**config.mk**
```make
export PLATFORM = sky130hd
export DESIGN_NAME = multicycle_control_fsm
export DESIGN_NICKNAME = d
export VERILOG_FILES = /design/src/rtl/multicycle_control_fsm.sv
export SDC_FILE = /design/constraint.sdc
export NUM_CORES = 1
export LEC_CHECK = 0
export CORE_MARGIN = 5
export CORE_UTILIZATION = 38
export CTS_CLUSTER_DIAMETER = 60
export CTS_CLUSTER_SIZE = 14
export DETAILED_ROUTE_END_ITERATION = 6
export GPL_TIMING_DRIVEN = 0
export PLACE_DENSITY = 0.76
export SLEW_MARGIN = 25
export SYNTH_ARGS = -nofsm -noshare
export SYNTH_HDL_FRONTEND = slang
export SYNTH_SLANG_ARGS = --single-unit
```
**constraint.sdc**
```tcl
create_clock -name clk -period 1.45 [get_ports clk]
set_input_delay 0.29 -clock clk [delete_from_list [all_inputs] [get_ports clk]]
set_output_delay 0.29 -clock clk [all_outputs]
set_load 0.01 [all_outputs]
```
**src/rtl/multicycle_control_fsm.sv**
```systemverilog
// Multicycle MIPS-style control unit: Moore FSM that sequences fetch, decode,
// memory, ALU, branch and jump steps and drives the datapath strobes and selects.
module multicycle_control_fsm #(
    parameter int OP_W    = 6,
    parameter bit WAIT_EN = 1'b1
) (
    input  logic            clk,
    input  logic            rst_n,
    input  logic [OP_W-1:0] opcode,
    input  logic            mem_ready,
    output logic            iord,
    output logic            irwrite,
    output logic            pcwrite,
    output logic            branch,
    output logic            memwrite,
    output logic            regwrite,
    output logic            regdst,
    output logic            memtoreg,
    output logic            alusrca,
    output logic [1:0]      alusrcb,
    output logic [1:0]      aluop,
    output logic [1:0]      pcsrc,
    output logic            illegal_op,
    output logic [3:0]      state
);

    typedef enum logic [3:0] {
        FETCH   = 4'd0,
        DECODE  = 4'd1,
        MEMADR  = 4'd2,
        MEMRD   = 4'd3,
        MEMWB   = 4'd4,
        MEMWR   = 4'd5,
        EXECUTE = 4'd6,
        ALUWB   = 4'd7,
        BRANCH  = 4'd8,
        ADDIEX  = 4'd9,
        ADDIWB  = 4'd10,
        JUMP    = 4'd11
    } state_t;

    localparam logic [5:0] OP_RTYPE = 6'b000000;
    localparam logic [5:0] OP_LW    = 6'b100011;
    localparam logic [5:0] OP_SW    = 6'b101011;
    localparam logic [5:0] OP_BEQ   = 6'b000100;
    localparam logic [5:0] OP_ADDI  = 6'b001000;
    localparam logic [5:0] OP_J     = 6'b000010;

    state_t          state_r;
    state_t          state_nxt_s;
    state_t          decode_nxt_s;
    logic [OP_W-1:0] op_r;
    logic            rdy_s;

    // Successor of DECODE; FETCH doubles as the "unsupported opcode" result.
    function automatic state_t decode_target(input logic [OP_W-1:0] op);
        state_t nxt;
        if ((op >> 6) != {OP_W{1'b0}}) begin
            nxt = FETCH;
        end else begin
            case (op[5:0])
                OP_RTYPE: nxt = EXECUTE;
                OP_LW:    nxt = MEMADR;
                OP_SW:    nxt = MEMADR;
                OP_BEQ:   nxt = BRANCH;
                OP_ADDI:  nxt = ADDIEX;
                OP_J:     nxt = JUMP;
                default:  nxt = FETCH;
            endcase
        end
        return nxt;
    endfunction

    assign rdy_s        = WAIT_EN ? mem_ready : 1'b1;
    assign decode_nxt_s = decode_target(opcode);
    assign state        = state_r;

    // State register.
    always_ff @(posedge clk or negedge rst_n) begin
        if (!rst_n) begin
            state_r <= FETCH;
        end else begin
            state_r <= state_nxt_s;
        end
    end

    // Opcode latched in DECODE so MEMADR does not depend on the live bus.
    always_ff @(posedge clk or negedge rst_n) begin
        if (!rst_n) begin
            op_r <= {OP_W{1'b0}};
        end else if (state_r == DECODE) begin
            op_r <= opcode;
        end else begin
            op_r <= op_r;
        end
    end

    // Next-state logic.
    always_comb begin
        state_nxt_s = FETCH;
        case (state_r)
            FETCH:   state_nxt_s = rdy_s ? DECODE : FETCH;
            DECODE:  state_nxt_s = decode_nxt_s;
            MEMADR: begin
                if (op_r == OP_W'(OP_LW)) begin
                    state_nxt_s = MEMRD;
                end else if (op_r == OP_W'(OP_SW)) begin
                    state_nxt_s = MEMWR;
                end else begin
                    state_nxt_s = FETCH;
                end
            end
            MEMRD:   state_nxt_s = rdy_s ? MEMWB : MEMRD;
            MEMWR:   state_nxt_s = rdy_s ? FETCH : MEMWR;
            EXECUTE: state_nxt_s = ALUWB;
            ADDIEX:  state_nxt_s = ADDIWB;
            MEMWB, ALUWB, ADDIWB, BRANCH, JUMP: state_nxt_s = FETCH;
            default: state_nxt_s = FETCH;
        endcase
    end

    // Moore output decode; FETCH strobes are gated by reset so nothing fires while held.
    always_comb begin
        iord       = 1'b0;
        irwrite    = 1'b0;
        pcwrite    = 1'b0;
        branch     = 1'b0;
        memwrite   = 1'b0;
        regwrite   = 1'b0;
        regdst     = 1'b0;
        memtoreg   = 1'b0;
        alusrca    = 1'b0;
        alusrcb    = 2'b00;
        aluop      = 2'b00;
        pcsrc      = 2'b00;
        illegal_op = 1'b0;
        case (state_r)
            FETCH: begin
                alusrcb = 2'b01;
                irwrite = rdy_s & rst_n;
                pcwrite = rdy_s & rst_n;
            end
            DECODE: begin
                alusrcb    = 2'b11;
                illegal_op = (decode_nxt_s == FETCH);
            end
            MEMADR, ADDIEX: begin
                alusrca = 1'b1;
                alusrcb = 2'b10;
            end
            MEMRD: iord = 1'b1;
            MEMWB: begin
                memtoreg = 1'b1;
                regwrite = 1'b1;
            end
            MEMWR: begin
                iord     = 1'b1;
                memwrite = 1'b1;
            end
            EXECUTE: begin
                alusrca = 1'b1;
                aluop   = 2'b10;
            end
            ALUWB: begin
                regdst   = 1'b1;
                regwrite = 1'b1;
            end
            BRANCH: begin
                alusrca = 1'b1;
                aluop   = 2'b01;
                pcsrc   = 2'b01;
                branch  = 1'b1;
            end
            ADDIWB: regwrite = 1'b1;
            JUMP: begin
                pcsrc   = 2'b10;
                pcwrite = 1'b1;
            end
            default: alusrcb = 2'b01;
        endcase
    end

endmodule

```
### Word-level counts from Yosys, hierarchy flattened

Index checks and enable logic that the tools add are counted.

| operators by class | value |
|---|---|
| muxes and demuxes | 20 |
| reduce and logical (&&, ||, !) cells | 9 |
| bitwise logic cells | 1 |
| equal/unequal tests | 18 |

Operator list:

| operator | number |
|---|---|
| one-hot mux 4 bit (7 select lines) | 1 |
| == test 6 bit, second input constant | 4 |
| one-hot mux 4 bit (5 select lines) | 1 |
| == test 4 x 3 -> 1 bit, second input constant | 4 |
| == test 4 bit, second input constant | 4 |
| two-way mux 3 bit | 4 |
| two-way mux 1 bit | 10 |
| == test 4 x 2 -> 1 bit, second input constant | 2 |
| logical NOT 4 bit | 2 |
| one-hot mux 2 bit (2 select lines) | 2 |
| OR reduction 8 bit | 1 |
| == test 6 x 2 -> 1 bit, second input constant | 1 |
| == test 6 x 3 -> 1 bit, second input constant | 1 |
| == test 6 x 4 -> 1 bit, second input constant | 1 |
| logical NOT 6 bit | 1 |
| one-hot mux 2 bit (3 select lines) | 1 |
| OR reduction 2 bit | 3 |
| == test 4 x 1 -> 1 bit, second input constant | 1 |
| OR reduction 4 bit | 1 |
| OR reduction 3 bit | 1 |
| one-hot mux 1 bit (2 select lines) | 1 |
| bitwise AND 1 bit | 1 |

| word-level totals | value |
|---|---|
| output and inout bits | 20 |
| word-level logic and storage cells | 50 |
| flip-flop bits (word level) | 10 |
| input port bits | 9 |

### Longest topological paths before layout

Gate-level depths: netlist (run 1).

| logic depth | value |
|---|---|
| word-level depth | 5 |
| mapped depth | 5 |
| depth with buffers taken out | 4 |

### Worst setup path before layout (run 1)

OpenSTA, ideal clock, no wires.

| timing path | value |
|---|---|
| path type | register -> output |
| from | reg state_r[2] (netlist: state[2]) |
| to | out pcsrc[0] |
| setup slack | -239 ps |
| path buffers | 2 |
| arrival | 1399 ps |
| cell stages (with the launch flop) | 5 |
| path through | dfrtp_1 -> buf_2 -> or2b_1 -> nor3_1 -> buf_4 |

| on the way | value |
|---|---|
| longest elaborated chain between the ends | 2 |

RTL lines:

| what | line | text |
|---|---|---|
| start: declaration | 49 | `state_t state_r;` |
| start signal: assignment | 83 | `state_r <= state_nxt_s;` |
| == test 4 bit | 137 | `case (state_r)` |
| one-hot mux 2 bit (2 select lines) * | 137 |  |
| end: declaration | 22 | `output logic [1:0] pcsrc,` |

Every way passes the cells marked *; elsewhere a longest branch is shown, timed or not.

### Worst setup path in the final report (run 1)

| timing path | value |
|---|---|
| from | reg state_r[1] (netlist: state[1]) |
| to | out regwrite |

| on the way | value |
|---|---|
| longest elaborated chain between the ends | 3 |

RTL lines:

| what | line | text |
|---|---|---|
| == test 4 bit or == test 4 x 3 -> 1 bit (tied branches) | 137 |  |
| OR reduction 3 bit (no line) * | n/a |  |
| two-way mux 1 bit * | 137 |  |
| end: declaration | 16 | `output logic regwrite,` |

Marked as above.

==> results of run 1 <==
## kinds of logic after synthesis
group / after synthesis
xor gates and xnor gates: 3
muxes: 7
DFF: 10
and+or+nand+nor: 44
buffers and inverters: 8
AOI/OAI and AO/OA: 13
## through the flow
step,worst slack (ns),TNS (ns),instance area (sq um)
finish,-0.4129,-5.195,1444
global route,-0.4209,-6.231,1444
detailed placement,-0.9294,-8.277,1076
global placement,-0.8870,-7.846,1076
floorplan,-0.06747,-0.1810,764.5
CTS,-0.2918,-4.212,1379
## final cells by class
cell class	count	area [sq um]
clock buffer	4	36.28
inverter	3	15.01
sequential	10	252.7
multi-input combinational	67	580.6
tap	25	31.28
buffer	5	55.05
timing repair buffer	56	473.0
fill	107	320.3
## worst max-delay path by stage
stage	start	endpoint	slack, ns	cells past startpoint
after global routing	state[1]	regwrite	-0.42	5
after floorplan	state[2]	pcsrc[0]	-0.07	4
after global placement	rst_n	pcwrite	-0.89	5
after detailed placement	rst_n	pcwrite	-0.93	5
final	state[1]	regwrite	-0.41	5
after CTS	state[1]	illegal_op	-0.29	5
## per-layer routing
metal  vias up  wire [um]  global-route usage
met2        73       1664              0.4184
met4         0         86              0.1362
li1        422          -                   -
met1       466       1321              0.2577
met5         -          0                   0
met3        12        266             0.05817
## synth_stat cells
master,number,share of area
a211o_1,1,0.012
a21oi_1,4,0.028
and2b_1,1,0.010
and3_1,2,0.017
buf_2,1,0.0069
buf_4,1,0.010
buf_6,1,0.016
clkbuf_1,2,0.010
dfrtp_1,10,0.35
inv_1,3,0.016
mux2_2,6,0.094
mux2i_1,1,0.014
nand2_1,11,0.057
nand2b_1,3,0.026
nand3_1,3,0.021
nand4_1,5,0.043
nor2_1,8,0.042
nor2_2,1,0.0087
nor3_1,6,0.042
nor3_2,1,0.014
o211ai_1,1,0.010
o21ai_0,3,0.021
o221ai_2,2,0.042
o22ai_1,1,0.0087
o31ai_1,1,0.010
or2_2,1,0.0087
or2b_1,1,0.010
or4b_4,1,0.019
xor2_1,3,0.036
## power by group through the flow
stage          sequential, mW  combinational, mW  clock, mW
2_1_floorplan           0.372              0.178          0
3_3_place_gp            0.375              0.297          0
3_5_place_dp            0.379              0.306          0
5_1_grt                 0.384              0.489      0.273
6_report                0.382              0.464      0.257
4_1_cts                 0.375              0.428      0.257
## sequential cells by signal, summed over array words and instances, names as in the netlist
signal,flops
op_r,6
state,4
## cells in the final DEF, fill, tap and decap left out, types with 3 or more instances in the layout
cell type,count
nand2_1,8
mux2_4,6
nor2_1,3
nor3_2,4
dlygate4sd2_1,6
nand4_1,5
dfrtp_1,8
buf_2,10
buf_4,20
clkbuf_4,4
buf_6,17
nor2_4,5
a21oi_1,4
## worst max-delay path, cell delays in order, from the launching register on
cell	delay [ns]
dfrtp_1	0.41
clkbuf_8	0.18
nand2b_1	0.21
nand2_1	0.11
o22ai_1	0.22
buf_2	0.18
## repair_timing
item,4_1_cts,5_1_grt
buffers inserted,27,2
cloned,0,0
pin swaps,15,5
resized for setup,113,18
endpoints found under the setup margin,27,26
==> metrics.md, run 1 <==
| Metric | Value |
|---|---|
| Status | `complete, but fails checks` |
| Violated checks | `setup timing` |
| Placed Cells | `138` |
| Mapped Nets | `94` |
| Reg clk slew, reported paths | `0.08 ns` |
| Drt via density | `5.724` |
| Row count | `15` |
| Detailed Routing Iterations Pass 1 | `4` |
| Power per standard cell area | `763.6 nW/um^2` |
| TritonCTS clock tree | `done` |
| TritonCTS Buffers | `3` |
| Synth Area in Simple Gates | `0.3189` |
| Crit path capture type | `output port` |
| DPL Wire Length | `1519 um` |
| Worst-margin pin slew | `0.5260 ns` |
| Final hold vios | `0` |
| Antenna-violating nets left | `0` |
| Drt first-iter violations | `48` |
| Final Cycle Share | `1.285` |
| Core box area | `1764 sq um` |
| Clock group share of total power | `0.233` |
| WP data arrival | `1.57 ns` |
| Area overhead of the layout relative to synthesis | `100.0%` |
| Synth Area in XOR/XNOR | `0.03640` |
| R2R depth | `6` |
| DRT Wirelength | `3339 um` |
| P_leak | `0.7043 nW` |
| Mux cell area share after synthesis | `0.1075` |
| Fin nets | `155` |
| Fin crit period | `1.863 ns` |
| Synth Cell Area | `721.9 sq um` |
| Worst-Skew Late Latency | `0.27 ns` |
| Syn Area/Cell | `8.493 sq um` |
| Maximum root-to-sink buffer count | `2` |
| Worst min-delay path category | `primary input to async pin` |
| Worst vdd ir | `640.3 uV` |
| Max_cap viols | `0` |
| Chip width | `53.59 um` |
| Reg-to-Reg Start | `state[2]` |
| CP startpoint kind | `register` |
| Final Skew | `0.007989 ns` |
| Unrepaired setup endpoints after global routing | `true` |
| Max FO, Critical Path | `6` |
| Largest net degree at the start of global routing | `12` |
| Wire length per cell | `19.64 um` |
| Sequential area share after synthesis | `0.3466` |
| Critical path class | `register to output port` |
| ANT cells | `0` |
| Cells after Synth | `85` |
| Overall power | `1.103 mW` |
| Max_slew headroom | `0.6493` |
| # IOs | `29` |
| Residual DRC | `0` |
| H-tree levels | `1` |
| Util after Layout | `0.8184` |
| Switching power of the nets | `0.3678 mW` |
| Die Height | `53.59 um` |
| Required time worst endpoint | `1.16 ns` |
| Final std cells w/o fill | `170` |
| CTS root buffer | `clkbuf_4` |
| Vias | `973` |
| Sink Count | `10` |
| Vias in the first global route | `1,063` |
| Post-synthesis adder-cell area fraction | `0` |
| Reg-to-Reg End | `state[2]` |
| Int Power | `0.7347 mW` |
| Final setup violation count | `25` |
| R2R setup slack | `-0.23 ns` |
| GPL Wtd Cong | `0.8206` |
| Switch share | `0.3336` |
| Peak Freq | `536.8 MHz` |
| IO Port Bufs | `28` |
| GRT Total Usage | `0.2378` |
| First-pass GRT wire length | `4961 um` |
| Hold slack | `0.06376 ns` |
| Initial core utilization | `0.4092` |
| Hold Buf Count CTS | `0` |
| Layout cells sized above 1 | `0.6138` |
| Synth Area in Compound Gates | `0.1317` |
| Final setup margin | `-0.4129 ns` |
| Seq cells post-synth | `10` |
| Initial antenna violation count | `0` |
| Die area | `2871 sq um` |
| Synthesis Warnings | `0` |
| Total global routing overflow | `0` |
| Netlist cell types | `29` |
| Largest family of logic cells by synthesized area | `simple AND/OR/NAND/NOR gates` |
| Logic pwr share | `0.421` |
| Max Slew Vio Count | `0` |
| Power share of the sequential group | `0.346` |
Note: power is estimated with default switching activity, not from simulation.
==> run 2, diff against run 1 <==
--- a/config.mk
+++ b/config.mk
@@ -5,13 +5,14 @@
 export SDC_FILE = /design/constraint.sdc
 export NUM_CORES = 1
 export LEC_CHECK = 0
-export CORE_MARGIN = 5
-export CORE_UTILIZATION = 38
+export CORE_MARGIN = 1
+export CORE_UTILIZATION = 40
+export CTS_BUF_LIST = sky130_fd_sc_hd__clkbuf_4 sky130_fd_sc_hd__clkbuf_8
 export CTS_CLUSTER_DIAMETER = 60
 export CTS_CLUSTER_SIZE = 14
 export DETAILED_ROUTE_END_ITERATION = 6
 export GPL_TIMING_DRIVEN = 0
-export PLACE_DENSITY = 0.76
+export PLACE_DENSITY = 0.79
 export SLEW_MARGIN = 25
 export SYNTH_ARGS = -nofsm -noshare
 export SYNTH_HDL_FRONTEND = slang
==> metrics.md, run 2 (synthesis results as in run 1) <==
| Metric | Value |
|---|---|
| Status | `complete, but fails checks` |
| Violated checks | `setup timing` |
| Initial core utilization | `0.4529 (+0.04368)` |
| Max FO, Critical Path | `4 (-2)` |
| Commonest cells after routing, fill and taps aside | `buf_4 (14), buf_6 (12), buf_2 (11)` |
| Chip width | `44.49 um (-17%)` |
| Initial antenna violation count | `0 (unchanged)` |
| Max_slew headroom | `0.6685 (+0.01920)` |
| Util after Layout | `0.8611 (+0.04263)` |
| Drt via density | `5.593 (-2.3%)` |
| Die area | `1979 sq um (-31%)` |
| Required time worst endpoint | `1.16 ns (about the same)` |
| DPL Wire Length | `1398 um (-8.0%)` |
| Antenna-violating nets left | `0 (unchanged)` |
| Max Slew Vio Count | `0 (unchanged)` |
| Final setup margin | `-0.3431 ns (+0.06988 ns)` |
| Total global routing overflow | `0 (unchanged)` |
| Vias | `906 (-6.9%)` |
| R2R setup slack | `-0.21 ns (+0.02 ns)` |
| Area overhead of the layout relative to synthesis | `90.12%` |
| Reg with most FFs | `op_r` |
| Largest stage delay, worst path | `0.43 ns (+0.02 ns)` |
| Worst min-delay path category | `primary input to register` |
| ANT cells | `0 (unchanged)` |
| CP cell instances | `buf_8 -> or2b_4 -> nor3_4 -> buf_6 -> buf_6` |
| Maximum root-to-sink buffer count | `2 (unchanged)` |
| Fin nets | `148 (-4.5%)` |
| GRT Total Usage | `0.2917 (+0.05390)` |
| TritonCTS clock tree | `done` |
| Crit path buf inv count | `3 (+1)` |
| DRT Wirelength | `2673 um (-20%)` |
| Crit-path leading delay family | `simple AND/OR/NAND/NOR gates` |
| Sink Count | `10 (unchanged)` |
| Wire length per cell | `16.50 um (-16%)` |
| Residual DRC | `0 (unchanged)` |
| Drt first-iter violations | `17 (-65%)` |
| WP data arrival | `1.50 ns (-0.07 ns)` |
| Final Cycle Share | `1.237 (-0.04819)` |
| Peak Freq | `557.7 MHz (+3.9%)` |
| First-pass GRT wire length | `4133 um (-17%)` |
| IO Port Bufs | `28 (unchanged)` |
| Critical-path top delay cell | `dfrtp_2` |
| Worst-margin pin slew | `0.4956 ns (-0.03044 ns)` |
| Final Skew | `0.001879 ns (-0.006110 ns)` |
| Worst-Skew Late Latency | `0.27 ns (about the same)` |
| Row count | `14 (-1)` |
| CP startpoint kind | `register` |
| Largest net degree at the start of global routing | `12 (unchanged)` |
| Most common cell after layout, fill and taps aside | `buf_4` |
| CTS root buffer | `clkbuf_4` |
| P_leak | `0.6803 nW (-3.4%)` |
| Final setup violation count | `24 (-4.0%)` |
| H-tree levels | `1 (unchanged)` |
| Detailed Routing Iterations Pass 1 | `4 (unchanged)` |
| Crit path capture type | `output port` |
| Vias in the first global route | `852 (-20%)` |
| Setup TNS | `-4.567 ns (+0.6286 ns)` |
| GPL Wtd Cong | `0.8365 (+1.9%)` |
| Core box area | `1594 sq um (-9.6%)` |
| Layout cells sized above 1 | `0.5652 (-0.04858)` |
| TritonCTS Buffers | `3 (unchanged)` |
| Final hold vios | `0 (unchanged)` |
| Cell mode on critical path | `buf_6` |
| Reg clk slew, reported paths | `0.07 ns (about the same)` |
| Max reg flops | `6 (unchanged)` |
| Power per standard cell area | `781.0 nW/um^2 (+2.3%)` |
| Worst vdd ir | `807.4 uV (+26%)` |
| # IOs | `29 (unchanged)` |
| Fin crit period | `1.793 ns (-0.06988 ns)` |
| Max_cap viols | `0 (unchanged)` |
| Die Height | `44.49 um (-17%)` |
| Critical path class | `register to output port` |
| Unrepaired setup endpoints after global routing | `true` |
## run 2: cell count changes in the layout (fill, tap and decap cells not counted), sizes merged
cell | previous run | this run
clkdlybuf4s15 | 1 | 0
dlymetal6s2s | 1 | 3
dlygate4sd3 | 0 | 1
buf | 48 | 39
## run 2: metrics by stage
stage	area, sq um	setup slack, ns	power (mW)	std cells	hold WS [ns]
finish	1373	-0.3431	1.072	162	0.3875
global route	1373	-0.3725	1.119	162	0.4006
CTS	1315	-0.3084	1.037	160	0.1061
detailed placement	1075	-0.9327	0.6792	137	0.5010
global placement	1075	-0.8771	0.6723	137	0.4851
floorplan	764.5	-0.06747	0.5501	85	-0.005591
## run 2: where the power goes
| part | leakage [nW] | switching [mW] | total (mW) | internal, mW |
|---|---|---|---|---|
| clock | 0.0210 | 0.108 | 0.260 | 0.153 |
| sequential | 0.122 | 0.0396 | 0.378 | 0.338 |
| combinational | 0.537 | 0.196 | 0.434 | 0.237 |
## run 2: worst register-to-register path: stages, from the launching register on
cell,delay [ns]
dfrtp_2,0.43
buf_6,0.13
nor2_4,0.12
buf_4,0.12
nand4_1,0.10
or4b_4,0.52
o221ai_2,0.17
## run 2: path summary, 6_finish.rpt
kind	startpoint	endpoint	depth (start not counted)
worst min-delay path	opcode[2]	op_r[2]	2
min in group asynchronous	rst_n	op_r[2]	2
worst min register to register	op_r[3]	state[1]	1
worst max register to register	state[2]	state[2]	6
worst max-delay path	state[2]	pcsrc[0]	5
max in group asynchronous	rst_n	state[2]	2
## run 2: final cells by class
type	count	area, sq um
repair buffers	49	417.9
flip-flops and latches	10	252.7
fillers	80	221.5
well taps	24	30.03
plain buffers	5	58.81
multi-input cells	67	561.8
inverters	3	15.01
clock buffers	4	36.28
## run 2: layer usage
| metal | wire, um | share of wire | track usage | up-vias |
|---|---|---|---|---|
| met4 | 29 | 0.011 | 0.07273 | 0 |
| met2 | 1370 | 0.51 | 0.4912 | 30 |
| met3 | 123 | 0.046 | 0.06122 | 6 |
| li1 | - | - | - | 413 |
| met1 | 1149 | 0.43 | 0.3811 | 457 |
| met5 | 0 | 0 | 0 | - |
## run 2: repair_timing
item                                   CTS  global route
hold buffers                             0             1
pin swaps                               16             8
resized for setup                       93            27
endpoints found under the hold margin    0            10
setup endpoints to repair               28            25
setup buffers                           19             3
==> run 3, diff against run 2 <==
--- a/config.mk
+++ b/config.mk
@@ -6,14 +6,15 @@
 export NUM_CORES = 1
 export LEC_CHECK = 0
 export CORE_MARGIN = 1
-export CORE_UTILIZATION = 40
+export CORE_UTILIZATION = 35
 export CTS_BUF_LIST = sky130_fd_sc_hd__clkbuf_4 sky130_fd_sc_hd__clkbuf_8
 export CTS_CLUSTER_DIAMETER = 60
 export CTS_CLUSTER_SIZE = 14
 export DETAILED_ROUTE_END_ITERATION = 6
 export GPL_TIMING_DRIVEN = 0
-export PLACE_DENSITY = 0.79
-export SLEW_MARGIN = 25
+export PLACE_DENSITY = 0.71
+export SLEW_MARGIN = 30
 export SYNTH_ARGS = -nofsm -noshare
 export SYNTH_HDL_FRONTEND = slang
 export SYNTH_SLANG_ARGS = --single-unit
+export TNS_END_PERCENT = 30
==> metrics.md, run 3 (synthesis results as in run 1) <==
| Metric | Value |
|---|---|
| Detailed Routing Iterations Pass 1 | `4 (unchanged)` |
| Overall power | `1.019 mW (-5.0%)` |
| Required time worst endpoint | `1.16 ns (about the same)` |
| Vias in the first global route | `766 (-10%)` |
| GPL Wtd Cong | `0.8211 (-1.8%)` |
| CP startpoint kind | `register` |
| Vias | `844 (-6.8%)` |
| ANT cells | `0 (unchanged)` |
| Util after Layout | `0.6991 (-0.1620)` |
| R2R depth | `6 (unchanged)` |
| Worst-Skew Late Latency | `0.27 ns (about the same)` |
| Residual DRC | `0 (unchanged)` |
| Area overhead of the layout relative to synthesis | `88.04%` |
| Final Cycle Share | `1.201 (-0.03592)` |
| Cell mode on critical path | `buf_6` |
| Reg clk slew, reported paths | `0.06 ns (about the same)` |
| Max FO, Critical Path | `7 (+3)` |
| Initial antenna violation count | `0 (unchanged)` |
| Hold Crit Depth | `2 (unchanged)` |
| Largest stage delay, worst path | `0.38 ns (-0.05 ns)` |
| Drt first-iter violations | `6 (-11)` |
| Max reg flops | `6 (unchanged)` |
| Max_cap viols | `0 (unchanged)` |
| Fin nets | `148 (unchanged)` |
| Max_slew headroom | `0.6926 (+0.02412)` |
| Chip width | `47.42 um (+6.6%)` |
| First-pass GRT wire length | `3118 um (-25%)` |
| Placed cell area | `1079 sq um (+0.35%)` |
| Fin crit period | `1.741 ns (-0.05208 ns)` |
| Final setup margin | `-0.2910 ns (+0.05208 ns)` |
| Row count | `16 (+2)` |
| Status | `complete, but fails checks` |
| DRT Wirelength | `2255 um (-16%)` |
| Final Skew | `0.001340 ns (-0.0005393 ns)` |
| Maximum root-to-sink buffer count | `2 (unchanged)` |
| Fill cells | `156 (+95%)` |
| Crit path buf inv count | `2 (-1)` |
| Critical path class | `register to output port` |
| Critical-path top delay cell | `dfrtp_1` |
| Total global routing overflow | `0 (unchanged)` |
| Violated checks | `setup timing` |
| Reg-to-Reg End | `state[1]` |
| Hold slack | `0.4844 ns (+0.09695 ns)` |
| Die Height | `47.42 um (+6.6%)` |
| Crit path capture type | `output port` |
| Worst-margin pin slew | `0.4595 ns (-0.03606 ns)` |
| Wire length per cell | `13.67 um (-17%)` |
| Sink Count | `10 (unchanged)` |
| Commonest cells after routing, fill and taps aside | `buf_4 (16), buf_6 (14), buf_2 (11)` |
| Worst vdd ir | `722.1 uV (-11%)` |
| Layout cells sized above 1 | `0.5725 (+0.007246)` |
| WP data arrival | `1.45 ns (-0.05 ns)` |
| Reg-to-Reg Start | `state[3]` |
| P_leak | `0.6528 nW (-4.0%)` |
| WHS Endpoint | `op_r[2]` |
| Hold path startpoint | `opcode[2]` |
| Crit-path leading delay family | `simple AND/OR/NAND/NOR gates` |
| Post-route cell area | `1358 sq um (-1.1%)` |
| IO Port Bufs | `28 (unchanged)` |
| GRT Total Usage | `0.2020 (-0.08962)` |
| Drt via density | `5.115 (-8.5%)` |
| Multi-input logic area | `566.8 sq um (+0.89%)` |
| # IOs | `29 (unchanged)` |
| Final std cells w/o fill | `165 (+1.9%)` |
| Antenna-violating nets left | `0 (unchanged)` |
| R2R setup slack | `-0.18 ns (+0.03 ns)` |
| DPL Wire Length | `1337 um (-4.4%)` |
| Core box area | `1942 sq um (+22%)` |
| Register area | `252.7 sq um (unchanged)` |
| Setup TNS | `-3.459 ns (+1.108 ns)` |
| Place WS | `-0.9358 ns (-0.003083 ns)` |
| TritonCTS clock tree | `done` |
| CTS root buffer | `clkbuf_4` |
| Reg with most FFs | `op_r` |
| Largest net degree at the start of global routing | `12 (unchanged)` |
| Power per standard cell area | `750.3 nW/um^2 (-3.9%)` |
| Unrepaired setup endpoints after global routing | `true` |
| TritonCTS Buffers | `3 (unchanged)` |
| Peak Freq | `574.4 MHz (+3.0%)` |
| Die area | `2248 sq um (+14%)` |
| Max Slew Vio Count | `0 (unchanged)` |
| CP cell instances | `buf_6 -> or2b_4 -> nor2_4 -> or2_4 -> buf_6` |
| H-tree levels | `1 (unchanged)` |
| Most common cell after layout, fill and taps aside | `buf_4` |
| Placed Cells | `140 (+2.2%)` |
| Final hold vios | `0 (unchanged)` |
| Initial core utilization | `0.3718 (-0.08113)` |
| Worst min-delay path category | `primary input to register` |
| Final setup violation count | `24 (unchanged)` |
run 3: changes by cell type in the layout (fill, tap and decap cells not counted), moves of 2 or more:
cell,change
dlymetal6s2s_1,-3
nand2_2,-2
nand2_1,+2
clkbuf_8,-2
buf_6,+2
buf_4,+2
run 3: cell type report:
class / count / share of cell area
Multi-Input combinational cell: 67 / 0.4175
Timing Repair Buffer: 49 / 0.2940
Sequential cell: 10 / 0.1862
Buffer: 5 / 0.04424
Tap cell: 27 / 0.02488
Clock buffer: 4 / 0.02212
Inverter: 3 / 0.01106
run 3: timing repair:
item                                    4_1_cts  5_1_grt
resized for setup                            93       28
endpoints found under the hold margin         0       10
hold buffers                                  0        1
buffers inserted                             18        2
gates cloned                                  0        0
endpoints found under the setup margin       28       24
pin swaps                                    14        4
run 3: metal layers:
layer  vias to the layer above  share of wire  GRT usage
li1                        412              -          -
met1                       394           0.38     0.2155
met2                        33           0.55     0.3726
met3                         5          0.054    0.01887
met4                         0          0.015     0.1371
met5                         -              0          0
run 3: power breakdown:
part / switching [mW] / internal, mW / total [mW]
clock: 0.0937 / 0.125 / 0.219
sequential: 0.0406 / 0.339 / 0.379
combinational: 0.181 / 0.240 / 0.421
total: 0.315 / 0.703 / 1.02
run 3: how the worst max path moves through the flow:
stage | start | end | cells after the start | slack [ns]
finish | state[3] | pcwrite | 5 | -0.29
global route | state[3] | pcwrite | 6 | -0.36
CTS | state[3] | pcwrite | 6 | -0.32
detailed placement | rst_n | pcwrite | 5 | -0.94
global placement | rst_n | pcwrite | 5 | -0.90
floorplan | state[2] | pcsrc[0] | 4 | -0.07
run 3: worst register-to-register path: cells and delay by family, from the launching register on:
family | cells | cell delay (ns)
DFF | 1 | 0.38
and+or+nand+nor | 3 | 0.74
AOI/OAI and AO/OA | 1 | 0.18
buffers and inverters | 2 | 0.25
